===== src/rtl/xocc_dsa_sched_pkg.sv =====
// Shared types and helpers for the XOCC DSA scheduler.
package xocc_dsa_sched_pkg;

    // Scheduler FSM states
    typedef enum logic [1:0] {
        ST_IDLE     = 2'd0,
        ST_ISSUE    = 2'd1,
        ST_WAIT_RSP = 2'd2,
        ST_ERR_WR   = 2'd3
    } sched_state_e;

    // Response word written into the response FIFO when the engine times out
    localparam logic [31:0] ERR_CODE_DEF = 32'hDEAD_0001;

    // Queue-id width for a given queue count (never narrower than one bit)
    function automatic int qw_of(input int n);
        return (n <= 2) ? 1 : $clog2(n);
    endfunction

endpackage


===== src/rtl/xocc_dsa_sched_if.sv =====
// Command/response handshake between the scheduler and the shared DSA engine.
interface xocc_dsa_sched_if #(
    parameter int CMD_W = 96,
    parameter int RSP_W = 32,
    parameter int QW    = 4
);
    logic             eng_cmd_vld;
    logic             eng_cmd_rdy;
    logic [CMD_W-1:0] eng_cmd_data;
    logic [QW-1:0]    eng_cmd_qid;
    logic             eng_rsp_vld;
    logic             eng_rsp_rdy;
    logic [RSP_W-1:0] eng_rsp_data;
    logic             eng_abort;

    // Scheduler side
    modport master (
        output eng_cmd_vld, eng_cmd_data, eng_cmd_qid, eng_rsp_rdy, eng_abort,
        input  eng_cmd_rdy, eng_rsp_vld, eng_rsp_data
    );

    // Engine side
    modport slave (
        input  eng_cmd_vld, eng_cmd_data, eng_cmd_qid, eng_rsp_rdy, eng_abort,
        output eng_cmd_rdy, eng_rsp_vld, eng_rsp_data
    );
endinterface


===== src/rtl/xocc_dsa_sched_arb.sv =====
// Combinational round-robin arbiter: first requester at or after i_ptr, wrapping.
module xocc_rr_arb #(
    parameter int NUM_Q = 16,
    parameter int QW    = 4
) (
    input  logic [NUM_Q-1:0] i_req,
    input  logic [QW-1:0]    i_ptr,
    output logic [NUM_Q-1:0] o_gnt_oh,
    output logic [QW-1:0]    o_gnt_idx,
    output logic             o_gnt_vld
);

    // Scan NUM_Q positions starting at the pointer; the first hit wins
    always_comb begin
        int         w_pos;
        logic [QW-1:0] w_idx;
        logic       w_found;
        o_gnt_oh  = '0;
        o_gnt_idx = '0;
        w_found   = 1'b0;
        w_pos     = 0;
        w_idx     = '0;
        for (int k = 0; k < NUM_Q; k++) begin
            w_pos = int'(i_ptr) + k;
            if (w_pos >= NUM_Q) w_pos = w_pos - NUM_Q;
            w_idx = QW'(w_pos);
            if (!w_found && i_req[w_idx]) begin
                w_found         = 1'b1;
                o_gnt_idx       = w_idx;
                o_gnt_oh[w_idx] = 1'b1;
            end
        end
        o_gnt_vld = w_found;
    end

endmodule


===== src/rtl/xocc_dsa_sched.sv =====
// Single-engine scheduler: round-robin pops per-DSA command FIFOs into one
// engine, waits for the response and pushes it to the issuing queue's
// response FIFO. A watchdog aborts silent commands and writes an error word.
module xocc_dsa_sched
    import xocc_dsa_sched_pkg::*;
#(
    parameter int               NUM_Q       = 16,
    parameter int               QW          = qw_of(NUM_Q),
    parameter int               CMD_W       = 96,
    parameter int               RSP_W       = 32,
    parameter int               TIMEOUT_CYC = 1024,
    parameter logic [RSP_W-1:0] ERR_CODE    = RSP_W'(ERR_CODE_DEF)
) (
    input  logic                   forever_cpuclk,
    input  logic                   cpurst_b,
    input  logic [NUM_Q-1:0]       q_en,
    input  logic [NUM_Q-1:0]       empty_cmd,
    input  logic [NUM_Q*CMD_W-1:0] dsa_cmd_buffer,
    output logic [NUM_Q-1:0]       rd_en_cmd,
    input  logic [NUM_Q-1:0]       full_rsp,
    output logic [NUM_Q-1:0]       wr_en_rsp,
    output logic [RSP_W-1:0]       dsa_rsp_buffer,
    xocc_dsa_sched_if.master       eng,
    output logic                   sched_busy,
    output logic [NUM_Q-1:0]       timeout_err,
    input  logic                   err_clr
);

    // Watchdog only needs to reach TIMEOUT_CYC-1; the hit cycle is the abort cycle
    localparam int              WD_W   = (TIMEOUT_CYC > 1) ? $clog2(TIMEOUT_CYC) : 1;
    localparam logic [WD_W-1:0] WD_LIM = WD_W'((TIMEOUT_CYC > 0) ? TIMEOUT_CYC - 1 : 0);
    localparam bit              WD_EN  = (TIMEOUT_CYC != 0);

    sched_state_e     r_state;
    sched_state_e     w_state_nxt;
    logic [QW-1:0]    r_cur_qid;
    logic [NUM_Q-1:0] r_cur_oh;
    logic [QW-1:0]    r_ptr;
    logic [WD_W-1:0]  r_wd;
    logic [NUM_Q-1:0] r_timeout_err;

    logic [NUM_Q-1:0] w_req;
    logic [NUM_Q-1:0] w_gnt_oh;
    logic [QW-1:0]    w_gnt_idx;
    logic             w_gnt_vld;
    logic             w_cur_full;
    logic             w_wd_hit;
    logic [CMD_W-1:0] w_cmd_slice;

    logic             w_cmd_vld;
    logic [CMD_W-1:0] w_cmd_data;
    logic [QW-1:0]    w_cmd_qid;
    logic             w_rsp_rdy;
    logic             w_abort;
    logic             w_load_qid;
    logic             w_adv_ptr;
    logic             w_wd_clr;
    logic             w_wd_inc;
    logic [NUM_Q-1:0] w_err_set;

    // Pointer advance wraps at NUM_Q, which need not be a power of two
    function automatic logic [QW-1:0] f_next_q(input logic [QW-1:0] q);
        if (int'(q) == NUM_Q - 1) return '0;
        return q + 1'b1;
    endfunction

    assign w_req       = ~empty_cmd & q_en;
    assign w_cur_full  = full_rsp[r_cur_qid];
    assign w_cmd_slice = dsa_cmd_buffer[int'(r_cur_qid)*CMD_W +: CMD_W];
    assign w_wd_hit    = WD_EN && (r_wd == WD_LIM);

    xocc_rr_arb #(
        .NUM_Q (NUM_Q),
        .QW    (QW)
    ) u_arb (
        .i_req     (w_req),
        .i_ptr     (r_ptr),
        .o_gnt_oh  (w_gnt_oh),
        .o_gnt_idx (w_gnt_idx),
        .o_gnt_vld (w_gnt_vld)
    );

    // Next-state and all handshake/FIFO strobes, decoded from the current state
    always_comb begin
        w_state_nxt    = r_state;
        rd_en_cmd      = '0;
        wr_en_rsp      = '0;
        dsa_rsp_buffer = '0;
        w_cmd_vld      = 1'b0;
        w_cmd_data     = '0;
        w_cmd_qid      = '0;
        w_rsp_rdy      = 1'b0;
        w_abort        = 1'b0;
        w_load_qid     = 1'b0;
        w_adv_ptr      = 1'b0;
        w_wd_clr       = 1'b0;
        w_wd_inc       = 1'b0;
        w_err_set      = '0;
        case (r_state)
            ST_IDLE: begin
                if (w_gnt_vld) begin
                    w_load_qid  = 1'b1;
                    w_state_nxt = ST_ISSUE;
                end
            end
            ST_ISSUE: begin
                // Only this block pops, so the head stays valid even if q_en drops
                w_cmd_vld  = 1'b1;
                w_cmd_data = w_cmd_slice;
                w_cmd_qid  = r_cur_qid;
                if (eng.eng_cmd_rdy) begin
                    rd_en_cmd   = r_cur_oh;
                    w_wd_clr    = 1'b1;
                    w_state_nxt = ST_WAIT_RSP;
                end
            end
            ST_WAIT_RSP: begin
                // A full response FIFO stalls the engine and freezes the watchdog
                w_rsp_rdy = ~w_cur_full;
                if (!w_cur_full) begin
                    if (eng.eng_rsp_vld) begin
                        wr_en_rsp      = r_cur_oh;
                        dsa_rsp_buffer = eng.eng_rsp_data;
                        w_adv_ptr      = 1'b1;
                        w_state_nxt    = ST_IDLE;
                    end else if (w_wd_hit) begin
                        w_abort     = 1'b1;
                        w_err_set   = r_cur_oh;
                        w_state_nxt = ST_ERR_WR;
                    end else begin
                        w_wd_inc = 1'b1;
                    end
                end
            end
            ST_ERR_WR: begin
                if (!w_cur_full) begin
                    wr_en_rsp      = r_cur_oh;
                    dsa_rsp_buffer = ERR_CODE;
                    w_adv_ptr      = 1'b1;
                    w_state_nxt    = ST_IDLE;
                end
            end
            default: w_state_nxt = ST_IDLE;
        endcase
    end

    // FSM state register
    always_ff @(posedge forever_cpuclk or negedge cpurst_b) begin
        if (!cpurst_b) r_state <= ST_IDLE;
        else           r_state <= w_state_nxt;
    end

    // Granted queue, round-robin pointer and watchdog counter
    always_ff @(posedge forever_cpuclk or negedge cpurst_b) begin
        if (!cpurst_b) begin
            r_cur_qid <= '0;
            r_cur_oh  <= '0;
            r_ptr     <= '0;
            r_wd      <= '0;
        end else begin
            if (w_load_qid) begin
                r_cur_qid <= w_gnt_idx;
                r_cur_oh  <= w_gnt_oh;
            end
            if (w_adv_ptr) r_ptr <= f_next_q(r_cur_qid);
            if (w_wd_clr)      r_wd <= '0;
            else if (w_wd_inc) r_wd <= r_wd + 1'b1;
        end
    end

    // Sticky per-queue timeout flags; a new timeout beats a coincident clear
    always_ff @(posedge forever_cpuclk or negedge cpurst_b) begin
        if (!cpurst_b) r_timeout_err <= '0;
        else           r_timeout_err <= (r_timeout_err & ~{NUM_Q{err_clr}}) | w_err_set;
    end

    assign eng.eng_cmd_vld  = w_cmd_vld;
    assign eng.eng_cmd_data = w_cmd_data;
    assign eng.eng_cmd_qid  = w_cmd_qid;
    assign eng.eng_rsp_rdy  = w_rsp_rdy;
    assign eng.eng_abort    = w_abort;
    assign sched_busy       = (r_state != ST_IDLE);
    assign timeout_err      = r_timeout_err;

endmodule

===== src/flat_wrapper.sv =====
// flat-port wrapper written by rule: the top's interface ports become plain ports
module xocc_dsa_sched_flat import xocc_dsa_sched_pkg::*;
#(
    parameter int               NUM_Q       = 16,
    parameter int               QW          = qw_of(NUM_Q),
    parameter int               CMD_W       = 96,
    parameter int               RSP_W       = 32,
    parameter int               TIMEOUT_CYC = 1024,
    parameter logic [RSP_W-1:0] ERR_CODE    = RSP_W'(ERR_CODE_DEF)
)
  (forever_cpuclk, cpurst_b, q_en, empty_cmd, dsa_cmd_buffer, rd_en_cmd, full_rsp, wr_en_rsp, dsa_rsp_buffer, sched_busy, timeout_err, err_clr, eng_eng_cmd_vld, eng_eng_cmd_data, eng_eng_cmd_qid, eng_eng_rsp_rdy, eng_eng_abort, eng_eng_cmd_rdy, eng_eng_rsp_vld, eng_eng_rsp_data);
  xocc_dsa_sched_if #(.CMD_W(CMD_W), .RSP_W(RSP_W), .QW(QW)) eng_i ();
  input  logic forever_cpuclk;
  input  logic cpurst_b;
  input  logic [NUM_Q-1:0] q_en;
  input  logic [NUM_Q-1:0] empty_cmd;
  input  logic [NUM_Q*CMD_W-1:0] dsa_cmd_buffer;
  output logic [NUM_Q-1:0] rd_en_cmd;
  input  logic [NUM_Q-1:0] full_rsp;
  output logic [NUM_Q-1:0] wr_en_rsp;
  output logic [RSP_W-1:0] dsa_rsp_buffer;
  output logic sched_busy;
  output logic [NUM_Q-1:0] timeout_err;
  input  logic err_clr;
  output wire logic [$bits(eng_i.eng_cmd_vld)-1:0] eng_eng_cmd_vld;
  output wire logic [$bits(eng_i.eng_cmd_data)-1:0] eng_eng_cmd_data;
  output wire logic [$bits(eng_i.eng_cmd_qid)-1:0] eng_eng_cmd_qid;
  output wire logic [$bits(eng_i.eng_rsp_rdy)-1:0] eng_eng_rsp_rdy;
  output wire logic [$bits(eng_i.eng_abort)-1:0] eng_eng_abort;
  input wire logic [$bits(eng_i.eng_cmd_rdy)-1:0] eng_eng_cmd_rdy;
  input wire logic [$bits(eng_i.eng_rsp_vld)-1:0] eng_eng_rsp_vld;
  input wire logic [$bits(eng_i.eng_rsp_data)-1:0] eng_eng_rsp_data;
  assign eng_eng_cmd_vld = eng_i.eng_cmd_vld;
  assign eng_eng_cmd_data = eng_i.eng_cmd_data;
  assign eng_eng_cmd_qid = eng_i.eng_cmd_qid;
  assign eng_eng_rsp_rdy = eng_i.eng_rsp_rdy;
  assign eng_eng_abort = eng_i.eng_abort;
  assign eng_i.eng_cmd_rdy = eng_eng_cmd_rdy;
  assign eng_i.eng_rsp_vld = eng_eng_rsp_vld;
  assign eng_i.eng_rsp_data = eng_eng_rsp_data;
  xocc_dsa_sched #(.NUM_Q(NUM_Q), .QW(QW), .CMD_W(CMD_W), .RSP_W(RSP_W), .TIMEOUT_CYC(TIMEOUT_CYC), .ERR_CODE(ERR_CODE)) u_core (.forever_cpuclk(forever_cpuclk), .cpurst_b(cpurst_b), .q_en(q_en), .empty_cmd(empty_cmd), .dsa_cmd_buffer(dsa_cmd_buffer), .rd_en_cmd(rd_en_cmd), .full_rsp(full_rsp), .wr_en_rsp(wr_en_rsp), .dsa_rsp_buffer(dsa_rsp_buffer), .eng(eng_i), .sched_busy(sched_busy), .timeout_err(timeout_err), .err_clr(err_clr));
endmodule

===== config.mk =====
export PLATFORM = sky130hd
export DESIGN_NAME = xocc_dsa_sched_flat
export DESIGN_NICKNAME = d
export VERILOG_FILES = /design/src/rtl/xocc_dsa_sched_pkg.sv /design/src/rtl/xocc_dsa_sched_if.sv /design/src/rtl/xocc_dsa_sched_arb.sv /design/src/rtl/xocc_dsa_sched.sv /design/src/flat_wrapper.sv
export SDC_FILE = /design/constraint.sdc
export NUM_CORES = 1
export LEC_CHECK = 0
export BUFFER_PORTS_ARGS = -buffer_cell sky130_fd_sc_hd__buf_2
export CAP_MARGIN = 10
export CELL_PAD_IN_SITES_DETAIL_PLACEMENT = 1
export CELL_PAD_IN_SITES_GLOBAL_PLACEMENT = 1
export CORE_AREA = 2 2 712 714
export DETAILED_ROUTE_END_ITERATION = 10
export DIE_AREA = 0 0 714 716
export PLACE_DENSITY = 0.3
export SYNTH_ARGS = -nofsm -noshare
export SYNTH_HDL_FRONTEND = slang
export SYNTH_SLANG_ARGS = --single-unit

===== constraint.sdc =====
create_clock -name forever_cpuclk -period 9.6 [get_ports forever_cpuclk]
set_input_delay 0.48 -clock forever_cpuclk [delete_from_list [all_inputs] [get_ports forever_cpuclk]]
set_output_delay 0.48 -clock forever_cpuclk [all_outputs]
set_load 0.02 [all_outputs]

==> results.json <==
{
  "r2r_slack_ns": 3.21,
  "fin_crit_sh_pct": 66.54,
  "routed_wl_um": 434100,
  "cp_max_fo": 29,
  "yosysSeqAreaShare_pct": 6.676,
  "num_rows": 261,
  "syn_to_final_growth_pct": 93.65,
  "final-setup-viol-count": 0,
  "dieHeight_um": 716,
  "grt_max_degree": 89,
  "p_leak_nw": 13.81,
  "io_buffers": 1804,
  "ys_types": 84,
  "wl_per_cell_um": 41.78,
  "antenna_found_initial": 635,
  "antenna_left": 0,
  "fp.dieArea_sq_um": 511200,
  "syn_inst": 1692,
  "dp_hpwl_um": 405500,
  "cp-startpoint": "u_core.r_ptr[0]",
  "layout_min_cycle_time_ns": 6.387,
  "firstDrtPassIters": 5,
  "timing.rr.start": "u_core.r_ptr[0]",
  "path_clk_slew_ns": 0.12,
  "report.final.slew_viol_count": 0,
  "hold_buffers": 0,
  "io_pins": 1805,
  "ys.flop_type": "dfrtp_1",
  "startpoint_type": "flip-flop",
  "vias": 28970,
  "numCtsBuffers": 5,
  "layout.nets": 5010,
  "async_reset_ff_share_pct": 100.0,
  "max_freq_mhz": 156.6,
  "synth.ff_latch_count": 52,
  "post_cts_resized": 0,
  "drt-vias-per-instance": 2.788,
  "clockBufferDepth": 2,
  "worstSetupPathType": "flip-flop to flip-flop",
  "skew_ns": 0.02953,
  "initial_core_util_pct": 3.871,
  "finalHoldViolCount": 0,
  "grt_overflow": 0,
  "grt_pass1_wl_um": 500600,
  "setup.worst_path.end": "u_core.r_cur_oh[10]",
  "clock_sinks": 52,
  "avgSynthCellArea_sq_um": 11.52,
  "clockRootBuffer": "clkbuf_16",
  "h-tree-depth": 2,
  "post_cts_buffers": 0,
  "power.density_nw_per_um2": 302.0,
  "syn_nets": 3328,
  "yosysTopAreaCellShare_pct": 59.73,
  "grt_pass1_vias": 28440,
  "worstPathArrival_ns": 6.65,
  "min_path_type": "primary input to asynchronous set/reset pin",
  "worstMarginPinSlew_ns": 1.178,
  "cp_data_required_time_ns": 9.86,
  "power_mw": 11.40,
  "ys_warn_count": 0,
  "synth_edf_count": 0,
  "setup-tns-final_ns": 0,
  "worstSkewPairLatency_ns": 0.37,
  "drt-initial-drc-count": 2175,
  "maxCapViolations": 0,
  "status": "completed",
  "num-fill-cells": 60190,
  "core-area_sq_um": 503600,
  "crit-reg2reg-capture": "u_core.r_cur_oh[10]",
  "rr_worst_depth": 13,
  "chipWidth_um": 714,
  "end_kind": "flip-flop",
  "grt_usage_pct": 16.30,
  "cts_tree": "yes",
  "synth_top_cell_by_area": "mux4_2",
  "syn-cell-area_sq_um": 19490,
  "gp_congestion": 0.9608,
  "maxSlewHeadroom_pct": 20.89,
  "drive_gt1_share_pct": 72.89,
  "drc": 0,
  "synthTopCellsByArea": "mux4_2 (60%), dfrtp_1 (6.7%), and2_1 (4.0%), clkbuf_1 (2.8%), nand2_1 (1.9%)",
  "grt_setup_unrepaired": "false",
  "ir_drop_v": 0.0001638
}
## through the flow
stage / worst slack, ns / utilization [%] / instances / hold WS (ns) / cell area, sq um
2_1_floorplan: 4.954 / - / 1692 / 0.1844 / 19490
3_3_place_gp: 3.284 / 7.307 / 10070 / 0.5131 / 36800
3_5_place_dp: 3.248 / 7.310 / 10070 / 0.5202 / 36810
4_1_cts: 3.174 / 7.341 / 10080 / 0.1411 / 36960
5_1_grt: 2.724 / 7.405 / 10210 / 0.1582 / 37290
6_report: 3.213 / 7.496 / 10390 / 0.1519 / 37750
## worst min path at each step
| stage | depth (start not counted) | to |
|---|---|---|
| after floorplan | 0 | u_core.r_cur_oh[0] |
| after global placement | 2 | u_core.timeout_err[12] |
| after detailed placement | 2 | u_core.timeout_err[1] |
| after CTS | 1 | u_core.r_ptr[0] |
| after global routing | 1 | u_core.r_ptr[0] |
| final | 1 | u_core.r_ptr[0] |
## kinds of logic (layout without fill, tap and decap cells)
logic type	count (synthesis)	in the layout	synth area share, %
AND/OR/NAND/NOR	557	557	15.41
multiplexers	565	565	62.35
other	0	309	0
AO/OA/AOI/OAI	247	247	8.788
flip-flops	52	52	6.676
XOR/XNOR	22	22	1.066
adder cells (fa/ha/maj)	15	15	0.9628
buffers and inverters	234	1917	4.756
## registers in the layout (all words and copies together), names as in the netlist
signal and cells:
u_core.r_cur_qid 4, u_core.r_ptr 4, u_core.r_state 2, u_core.r_cur_oh 16, u_core.timeout_err 16, u_core.r_wd 10
## synth_stat cells (4+ instances only)
cell type,n
nor2b_1,23
o21ai_0,52
nor2_1,88
a21o_1,14
xnor2_1,9
buf_6,4
o22ai_1,9
nor4_2,4
a32oi_1,11
a22oi_1,13
inv_1,26
ha_1,15
or2_2,6
mux2_2,10
nor3_1,21
xor2_1,11
nand2_1,101
buf_1,48
o2111ai_1,4
or3_1,7
nand2b_1,22
nor4_1,10
a2111oi_0,9
and3_1,51
a211oi_1,6
a311oi_1,5
buf_2,8
and2_1,125
clkbuf_1,143
o211ai_1,7
o31ai_1,6
nand3_1,56
mux4_2,517
a21oi_1,39
nand4_1,22
mux2i_1,36
dfrtp_1,52
a31oi_1,28
## report_power, final
part           leakage [nW]  switching [mW]  internal (mW)
clock network        0.0739           0.139          0.101
registers             0.670           0.222          0.282
logic                  13.1            7.01           3.64
## worst max-delay path, stage by stage, from the launching register on
cell and delay (ns):
dfrtp_1 0.38, buf_4 0.29, inv_6 0.27, ha_2 0.68, buf_4 0.47, xor2_2 0.33, mux4_2 0.59, mux2i_1 0.55
nand4_2 0.38, nor4b_2 1.04, o21ai_1 0.46, nor2_1 0.38, o311ai_0 0.15, a31oi_1 0.25
## per-layer routing
metal  track usage, %  share of wire [%]  vias up
li1                 -                  -    10880
met1            18.26                 37    14570
met2            27.52                 47     2317
met3            8.484                 13      913
met4            3.243                3.0      286
met5                0               0.43        -
## layout make-up
type	instances	area [sq um]	share of cell area (%)
Antenna cell	309	773.2	2.048
Sequential cell	52	1318	3.490
Tap cell	6706	8391	22.23
Timing Repair Buffer	1879	9638	25.53
Inverter	30	117.6	0.3116
Clock inverter	3	27.53	0.07292
Multi-Input combinational cell	1406	17360	45.98
Clock buffer	5	125.1	0.3315
## placed cells by master, fill, tap and decap left out, types with 28 or more instances in the layout
master	netlist	layout
buf_2	8	1807
mux4_2	517	517
diode_2	0	309
and2_1	125	125
nand2_1	101	101
nor2_1	88	87
buf_4	1	67
nand3_1	56	56
o21ai_0	52	52
and3_1	51	51
dfrtp_1	52	47
a21oi_1	39	38
mux2i_1	36	36
a31oi_1	28	28
Note: power is estimated with default switching activity, not from simulation.
